===== src/rtl/out_nu_layer_if.sv =====
// Handshake, weight-memory and result signals of the output-neuron layer.
// The master side is the timestep controller / weight memory; the slave side is out_nu_layer.
interface out_nu_layer_if #(
    parameter int N_OUT = 8,
    parameter int M_IN  = 784,
    parameter int AW    = 10,
    parameter int W     = 24,
    parameter int WW    = 16
);
    logic                  start_core_img;
    logic                  start_op_nub;
    logic [M_IN-1:0]       spike_ip_nub;
    logic                  w_rd;
    logic [AW-1:0]         w_addr;
    logic [N_OUT*WW-1:0]   w_data;
    logic                  busy;
    logic                  valid_op_nub;
    logic [N_OUT-1:0]      spike_op_nub;
    logic                  first_spike;
    logic [N_OUT*W-1:0]    potentials;
    logic [N_OUT*8-1:0]    count_out;

    modport master (
        output start_core_img, start_op_nub, spike_ip_nub, w_data,
        input  w_rd, w_addr, busy, valid_op_nub, spike_op_nub, first_spike,
               potentials, count_out
    );

    modport slave (
        input  start_core_img, start_op_nub, spike_ip_nub, w_data,
        output w_rd, w_addr, busy, valid_op_nub, spike_op_nub, first_spike,
               potentials, count_out
    );
endinterface


===== src/rtl/out_nu_layer.sv =====
// N_OUT leaky integrate-and-fire output neurons with optional WTA inhibition and refractory periods.
// Define OUT_NU_LAYER_SPIKE_COUNT_EN to build the saturating per-neuron spike counters.
module out_nu_layer #(
    parameter int N_OUT = 8,
    parameter int M_IN  = 784,
    parameter int AW    = 10,
    parameter int W     = 24,
    parameter int WW    = 16,
    parameter int TH    = 15018,
    parameter int LEAK  = 614,
    parameter int PRES  = 0,
    parameter int PMIN  = -2048000,
    parameter int REF   = 30,
    parameter int WTA   = 1
) (
    input  logic           clk,
    input  logic           rst,
    out_nu_layer_if.slave  bus
);

    localparam int SPK_W = 1 << AW;
    localparam int RW    = (REF < 1) ? 1 : $clog2(REF + 1);

    localparam logic [AW-1:0]       LAST_IDX = AW'(M_IN - 1);
    localparam logic signed [W:0]   MAX_X    = {2'b00, {(W-1){1'b1}}};
    localparam logic signed [W:0]   MIN_X    = (W+1)'(PMIN);
    localparam logic signed [W:0]   PRES_X   = (W+1)'(PRES);
    localparam logic signed [W:0]   LEAK_X   = (W+1)'(LEAK);
    localparam logic signed [W-1:0] PRES_P   = W'(PRES);
    localparam logic signed [W-1:0] TH_P     = W'(TH);
    localparam logic [RW-1:0]       REF_L    = RW'(REF);

    typedef enum logic [2:0] {S_IDLE, S_SCAN, S_DRAIN, S_LEAK, S_FIRE, S_DONE} state_t;

    state_t                state, state_nx;
    logic                  clr;
    logic [SPK_W-1:0]      spk_q;
    logic [AW-1:0]         idx;
    logic                  rd_q;
    logic signed [W-1:0]   pot      [N_OUT];
    logic [RW-1:0]         refc     [N_OUT];
    logic [N_OUT-1:0]      fire_q;
    logic [N_OUT-1:0]      spike_q;
    logic                  first_q;
    logic                  valid_q;

    logic signed [W:0]     sum      [N_OUT];
    logic signed [W:0]     lsub     [N_OUT];
    logic signed [W:0]     ladd     [N_OUT];
    logic signed [W-1:0]   acc_val  [N_OUT];
    logic signed [W-1:0]   leak_val [N_OUT];
    logic [N_OUT-1:0]      cand;
    logic [N_OUT-1:0]      fire_mask;
    logic                  any_cand;
    logic signed [W-1:0]   best;

    assign clr = bus.start_core_img;

    // NOTE: reset is sampled on the clock edge only; the clear pulse shares the same priority slot.
    always_ff @(posedge clk) begin
        if (!rst || clr) state <= S_IDLE;
        else             state <= state_nx;
    end

    // NOTE: every combinational output gets a default first so no path can infer a latch.
    always_comb begin
        state_nx = state;
        case (state)
            S_IDLE:  if (bus.start_op_nub) state_nx = S_SCAN;
            S_SCAN:  if (idx == LAST_IDX)  state_nx = S_DRAIN;
            S_DRAIN: state_nx = S_LEAK;
            S_LEAK:  state_nx = S_FIRE;
            S_FIRE:  state_nx = S_DONE;
            S_DONE:  state_nx = S_IDLE;
            default: state_nx = S_IDLE;
        endcase
    end

    assign bus.busy         = (state != S_IDLE);
    assign bus.w_rd         = (state == S_SCAN) && spk_q[idx];
    assign bus.w_addr       = idx;
    assign bus.valid_op_nub = valid_q;
    assign bus.spike_op_nub = spike_q;
    assign bus.first_spike  = first_q;

    // Accumulate and leak candidates, computed one bit wider so overflow is visible before clamping.
    always_comb begin
        for (int j = 0; j < N_OUT; j++) begin
            sum[j]  = $signed({pot[j][W-1], pot[j]}) +
                      $signed({{(W+1-WW){bus.w_data[j*WW+WW-1]}}, bus.w_data[j*WW +: WW]});
            lsub[j] = $signed({pot[j][W-1], pot[j]}) - LEAK_X;
            ladd[j] = $signed({pot[j][W-1], pot[j]}) + LEAK_X;

            acc_val[j] = sum[j][W-1:0];
            if (refc[j] != '0)      acc_val[j] = PRES_P;
            else if (sum[j] > MAX_X) acc_val[j] = MAX_X[W-1:0];
            else if (sum[j] < MIN_X) acc_val[j] = MIN_X[W-1:0];

            leak_val[j] = PRES_P;
            if ($signed({pot[j][W-1], pot[j]}) > PRES_X)
                leak_val[j] = (lsub[j] < PRES_X) ? PRES_P : lsub[j][W-1:0];
            else if ($signed({pot[j][W-1], pot[j]}) < PRES_X)
                leak_val[j] = (ladd[j] > PRES_X) ? PRES_P : ladd[j][W-1:0];
        end
    end

    // Winner search uses a strict compare so equal potentials resolve to the lowest index.
    always_comb begin
        cand      = '0;
        fire_mask = '0;
        best      = PRES_P;
        for (int j = 0; j < N_OUT; j++)
            cand[j] = (pot[j] >= TH_P) && (refc[j] == '0);
        any_cand = |cand;
        if (WTA != 0) begin
            for (int j = 0; j < N_OUT; j++) begin
                if (cand[j] && (fire_mask == '0 || pot[j] > best)) begin
                    best         = pot[j];
                    fire_mask    = '0;
                    fire_mask[j] = 1'b1;
                end
            end
        end else begin
            fire_mask = cand;
        end
    end

    // NOTE: all sequential state is written with non-blocking assignments.
    always_ff @(posedge clk) begin
        if (!rst || clr) begin
            spk_q   <= '0;
            idx     <= '0;
            rd_q    <= 1'b0;
            fire_q  <= '0;
            spike_q <= '0;
            first_q <= 1'b0;
            valid_q <= 1'b0;
            for (int j = 0; j < N_OUT; j++) begin
                pot[j]  <= PRES_P;
                refc[j] <= '0;
            end
        end else begin
            valid_q <= 1'b0;
            rd_q    <= bus.w_rd;

            if (state == S_IDLE && bus.start_op_nub) begin
                spk_q <= SPK_W'(bus.spike_ip_nub);
                idx   <= '0;
            end
            if (state == S_SCAN && idx != LAST_IDX)
                idx <= idx + AW'(1);

            for (int j = 0; j < N_OUT; j++) begin
                case (state)
                    S_SCAN, S_DRAIN: if (rd_q) pot[j] <= acc_val[j];
                    S_LEAK: begin
                        pot[j] <= leak_val[j];
                        if (refc[j] != '0) refc[j] <= refc[j] - RW'(1);
                    end
                    S_FIRE: begin
                        if (fire_mask[j]) begin
                            pot[j]  <= PRES_P;
                            refc[j] <= REF_L;
                        end else if (WTA != 0 && any_cand) begin
                            pot[j]  <= PRES_P;
                        end
                    end
                    default: ;
                endcase
            end

            if (state == S_FIRE) fire_q <= fire_mask;
            if (state == S_DONE) begin
                valid_q <= 1'b1;
                spike_q <= fire_q;
                if (|fire_q) first_q <= 1'b1;
            end
        end
    end

    for (genvar g = 0; g < N_OUT; g++) begin : g_pot
        assign bus.potentials[g*W +: W] = pot[g];
    end

`ifdef OUT_NU_LAYER_SPIKE_COUNT_EN
    logic [7:0] cnt [N_OUT];

    always_ff @(posedge clk) begin
        if (!rst || clr) begin
            for (int j = 0; j < N_OUT; j++) cnt[j] <= '0;
        end else if (state == S_DONE) begin
            for (int j = 0; j < N_OUT; j++)
                if (fire_q[j] && cnt[j] != 8'hFF) cnt[j] <= cnt[j] + 8'd1;
        end
    end

    for (genvar g = 0; g < N_OUT; g++) begin : g_cnt
        assign bus.count_out[g*8 +: 8] = cnt[g];
    end
`else
    assign bus.count_out = '0;
`endif

endmodule


===== src/flat_wrapper.sv =====
// flat-port wrapper written by rule: the top's interface ports become plain ports
module out_nu_layer_flat 
#(
    parameter int N_OUT = 8,
    parameter int M_IN  = 784,
    parameter int AW    = 10,
    parameter int W     = 24,
    parameter int WW    = 16,
    parameter int TH    = 15018,
    parameter int LEAK  = 614,
    parameter int PRES  = 0,
    parameter int PMIN  = -2048000,
    parameter int REF   = 30,
    parameter int WTA   = 1
)
  (clk, rst, bus_start_core_img, bus_start_op_nub, bus_spike_ip_nub, bus_w_data, bus_w_rd, bus_w_addr, bus_busy, bus_valid_op_nub, bus_spike_op_nub, bus_first_spike, bus_potentials, bus_count_out);
  out_nu_layer_if #(.N_OUT(N_OUT), .M_IN(M_IN), .AW(AW), .W(W), .WW(WW)) bus_i ();
  input  logic clk;
  input  logic rst;
  input wire logic [$bits(bus_i.start_core_img)-1:0] bus_start_core_img;
  input wire logic [$bits(bus_i.start_op_nub)-1:0] bus_start_op_nub;
  input wire logic [$bits(bus_i.spike_ip_nub)-1:0] bus_spike_ip_nub;
  input wire logic [$bits(bus_i.w_data)-1:0] bus_w_data;
  output wire logic [$bits(bus_i.w_rd)-1:0] bus_w_rd;
  output wire logic [$bits(bus_i.w_addr)-1:0] bus_w_addr;
  output wire logic [$bits(bus_i.busy)-1:0] bus_busy;
  output wire logic [$bits(bus_i.valid_op_nub)-1:0] bus_valid_op_nub;
  output wire logic [$bits(bus_i.spike_op_nub)-1:0] bus_spike_op_nub;
  output wire logic [$bits(bus_i.first_spike)-1:0] bus_first_spike;
  output wire logic [$bits(bus_i.potentials)-1:0] bus_potentials;
  output wire logic [$bits(bus_i.count_out)-1:0] bus_count_out;
  assign bus_i.start_core_img = bus_start_core_img;
  assign bus_i.start_op_nub = bus_start_op_nub;
  assign bus_i.spike_ip_nub = bus_spike_ip_nub;
  assign bus_i.w_data = bus_w_data;
  assign bus_w_rd = bus_i.w_rd;
  assign bus_w_addr = bus_i.w_addr;
  assign bus_busy = bus_i.busy;
  assign bus_valid_op_nub = bus_i.valid_op_nub;
  assign bus_spike_op_nub = bus_i.spike_op_nub;
  assign bus_first_spike = bus_i.first_spike;
  assign bus_potentials = bus_i.potentials;
  assign bus_count_out = bus_i.count_out;
  out_nu_layer #(.N_OUT(N_OUT), .M_IN(M_IN), .AW(AW), .W(W), .WW(WW), .TH(TH), .LEAK(LEAK), .PRES(PRES), .PMIN(PMIN), .REF(REF), .WTA(WTA)) u_core (.clk(clk), .rst(rst), .bus(bus_i));
endmodule

===== config.mk =====
export PLATFORM = sky130hd
export DESIGN_NAME = out_nu_layer_flat
export DESIGN_NICKNAME = d
export VERILOG_FILES = /design/src/rtl/out_nu_layer_if.sv /design/src/rtl/out_nu_layer.sv /design/src/flat_wrapper.sv
export SDC_FILE = /design/constraint.sdc
export NUM_CORES = 2
export LEC_CHECK = 0
export BUFFER_PORTS_ARGS = -buffer_cell sky130_fd_sc_hd__buf_2
export CORE_AREA = 3 3 464 466
export CTS_CLUSTER_DIAMETER = 40
export DETAILED_ROUTE_END_ITERATION = 6
export DIE_AREA = 0 0 467 469
export PLACE_DENSITY_LB_ADDON = 0.1
export SLEW_MARGIN = 20
export SYNTH_ARGS = -nofsm -noshare
export SYNTH_HDL_FRONTEND = slang
export SYNTH_SLANG_ARGS = --single-unit

===== constraint.sdc =====
create_clock -name clk -period 21.3 [get_ports clk]
set_clock_uncertainty 0.15 [all_clocks]
set_input_delay 4.26 -clock clk [delete_from_list [all_inputs] [get_ports clk]]
set_output_delay 4.26 -clock clk [all_outputs]
set_load 0.01 [all_outputs]

==> impl_metrics.env <==
export IMPL_status="finished, final reports clean"
export IMPL_worstSetupEndpointType="flip-flop"
export IMPL_boundaryPins=1194
export IMPL_ys_warnings_count=0
export IMPL_root_buffer="clkbuf_16"
export IMPL_slowest_delay_ns=0.63
export IMPL_hold_ws_ns=0.3000
export IMPL_synth_area_per_cell_um2=8.090
export IMPL_worst_path_buf_inv=9
export IMPL_setup_viol=0
export IMPL_route_vias_total=73510
export IMPL_grt_use_total_pct=28.00
export IMPL_cts_path_max_buffers=3
export IMPL_core_area_um2=211700
export IMPL_fin_crit_ns=20.30
export IMPL_ys_ff_latch=1048
export IMPL_cp_arrival_ns=20.64
export IMPL_drc_errors=0
export IMPL_clk_insertion_delay_late_ns=0.89
export IMPL_crit_fanout=48
export IMPL_max_slew_worst_pin_slew_ns=1.224
export IMPL_grt_pass1_wl_um=465400
export IMPL_grt_max_degree=223
export IMPL_routabilityCongestion=0.9335
export IMPL_drive_above_1_share_pct=21.27
export IMPL_netlist_area_um2=71880
export IMPL_yosysMostFrequentCell="nand2_1"
export IMPL_die_w_um=467
export IMPL_fillers=21690
export IMPL_drv_slew=0
export IMPL_synth_ff_type="dfxtp_1"
export IMPL_htreeDepth=4
export IMPL_power_leakage_nw=34.87
export IMPL_synthToLayoutAreaGrowth_pct=21.90
export IMPL_cts_hold_buf=0
export IMPL_port_buffer_count=1129
export IMPL_critPathLaunchType="flip-flop"
export IMPL_fp_dieH_um=469
export IMPL_utilization_pct=41.40
export IMPL_vdd_drop_max_mv=0.07604
export IMPL_rows=169
export IMPL_cts_tree="yes"
export IMPL_clock_sinks=1048
export IMPL_cts_made_buffers=196
export IMPL_cp_top_family="simple AND/OR/NAND/NOR gates"
export IMPL_grt_overflow_total=0
export IMPL_holdCritPathClass="reg -> reg"
export IMPL_slew_headroom_pct=18.38
export IMPL_max_cap_violations=0
export IMPL_antenna_found_initial=201
export IMPL_final_hold_viol_count=0
export IMPL_netlist_top_cells_count="1945 x nand2_1, 1228 x a21oi_1, 816 x dfxtp_1"
export IMPL_yosysUniqueCellTypes=106
export IMPL_via_per_inst=5.715
export IMPL_worstSetupPathType="reg -> reg"
export IMPL_power_density_nw_per_um2=79.98
export IMPL_synth_edf_count=232
export IMPL_path_clk_slew_ns=0.05
export IMPL_path_common_cell="ha_1"
export IMPL_dp_hpwl_um=246500
export IMPL_first_pass_iters=6
export IMPL_synth_top_cell_by_area="dfxtp_1"
export IMPL_synth_area_leaders="dfxtp_1 23%, nand2_1 10%, edfxtp_1 9.7%"
export IMPL_async_flop_share_pct=0
export IMPL_final_nets=11100
export IMPL_worst_path_max_delay_cell="a32oi_1"
export IMPL_wl_um=323400
export IMPL_die_area_um2=219000
export IMPL_period_share_pct=95.33
export IMPL_netlist_instances=8885
export IMPL_start_util_pct=33.96
export IMPL_synth_top_area_share_pct=22.73
export IMPL_wl_per_cell_um=25.14
export IMPL_drtIter0Drc=6248
export IMPL_grt_pass1_vias=70240
export IMPL_seq_area_frac_synth_pct=32.42
export IMPL_critPathRequiredTime_ns=21.63
export IMPL_ant_nets=0
export IMPL_max_freq_mhz=49.25
==> placed cells by master (no fill, tap or decap), types with 50 or more instances in the layout <==
cell type	n
diode_2	86
nor3_1	189
buf_4	204
mux4_2	245
conb_1	71
o21ai_0	307
nand2_1	1944
or3_1	79
a21o_1	129
a21oi_1	1227
xor2_1	72
o21a_1	50
nand3_1	164
a211oi_1	54
o221ai_1	64
xnor2_1	142
nand4_1	84
nand2b_1	55
o22ai_1	131
ha_1	385
inv_1	216
and2_1	50
o211ai_1	108
dfxtp_1	812
and3_1	53
nor2_1	449
clkbuf_16	200
a31oi_1	55
edfxtp_1	232
buf_2	1129
==> state kept, by name, indices dropped and copies added (netlist names) <==
name / count
u_core.state: 3
u_core.pot: 192
u_core.refc: 40
u_core.fire_q: 8
u_core.bus.valid_op_nub: 1
u_core.spk_q: 784
u_core.bus.first_spike: 1
u_core.bus.spike_op_nub: 8
u_core.bus.w_addr: 10
u_core.rd_q: 1
==> through the flow <==
| step | total power, mW | TNS, ns | std cells | setup WS [ns] | instance area [um^2] |
|---|---|---|---|---|---|
| 5_1_grt | 7.312 | -0.1794 | 12830 | -0.02924 | 87530 |
| 3_3_place_gp | 3.747 | 0 | 12400 | 0.1235 | 80080 |
| 3_5_place_dp | 3.758 | -1.509 | 12400 | -0.1121 | 80080 |
| 6_report | 7.008 | 0 | 12860 | 0.9954 | 87620 |
| 2_1_floorplan | 3.223 | 0 | 8954 | 1.818 | 72140 |
| 4_1_cts | 7.033 | 0 | 12770 | 0.07055 | 87090 |
==> power by group <==
group | leakage [nW] | total, mW | switching [mW] | internal, mW
Clock | 3.34 | 3.25 | 1.18 | 2.07
Sequential | 9.21 | 2.21 | 0.0974 | 2.12
Combinational | 22.3 | 1.54 | 0.958 | 0.587
==> timing repair <==
action	in CTS	in global routing
setup buffers	0	9
endpoints found under the hold margin	0	0
setup endpoints to repair	25	78
pin swaps	0	3
resized for setup	1	33
==> layout make-up <==
cell class	count	area [um^2]	area share, %
diodes	86	215.2	0.2456
clock buffers	245	5334	6.087
clock inverters	121	1670	1.906
inverters	218	818.3	0.9339
multi-input cells	6975	45290	51.69
flip-flops and latches	1048	23320	26.61
well taps	2821	3530	4.028
repair buffers	1348	7446	8.498
==> metal layers <==
metal / wire length [um] / track usage [%] / vias up
met1: 131200 / 34.45 / 35730
li1: - / - / 34280
met2: 154400 / 47.06 / 2643
met5: 664 / 0 / -
met3: 22190 / 6.114 / 753
met4: 14970 / 12.09 / 98
==> worst min-delay path, delay by kind of cell (launching register included) <==
family | cells | cell delay [ns]
flip-flops | 1 | 0.30
AND/OR/NAND/NOR | 1 | 0.05
AO/OA/AOI/OAI | 1 | 0.05
==> kinds of logic (layout without fill, tap and decap cells) <==
kind of cell	Yosys count	count (layout)	share of synthesized area, %
fa+ha+maj	394	394	6.938
mux	311	311	8.641
other cells	2	157	0.01045
buf+inv	931	1932	5.356
xor+xnor	214	214	2.608
flops	1048	1048	32.42
simple gates	3326	3326	20.38
compound gates	2659	2659	23.64
==> worst paths after layout <==
path	start	end	slack, ns	depth (start not counted)
setup / recovery	u_core.pot[0][22]	u_core.refc[0][2]	1.0	75
hold / removal	u_core.spk_q[663]	u_core.spk_q[663]	0.30	2
setup reg to reg	u_core.pot[0][22]	u_core.refc[0][2]	1.0	75
hold reg to reg	u_core.spk_q[663]	u_core.spk_q[663]	0.30	2
No activity file was read; power rests on OpenSTA's default activity.
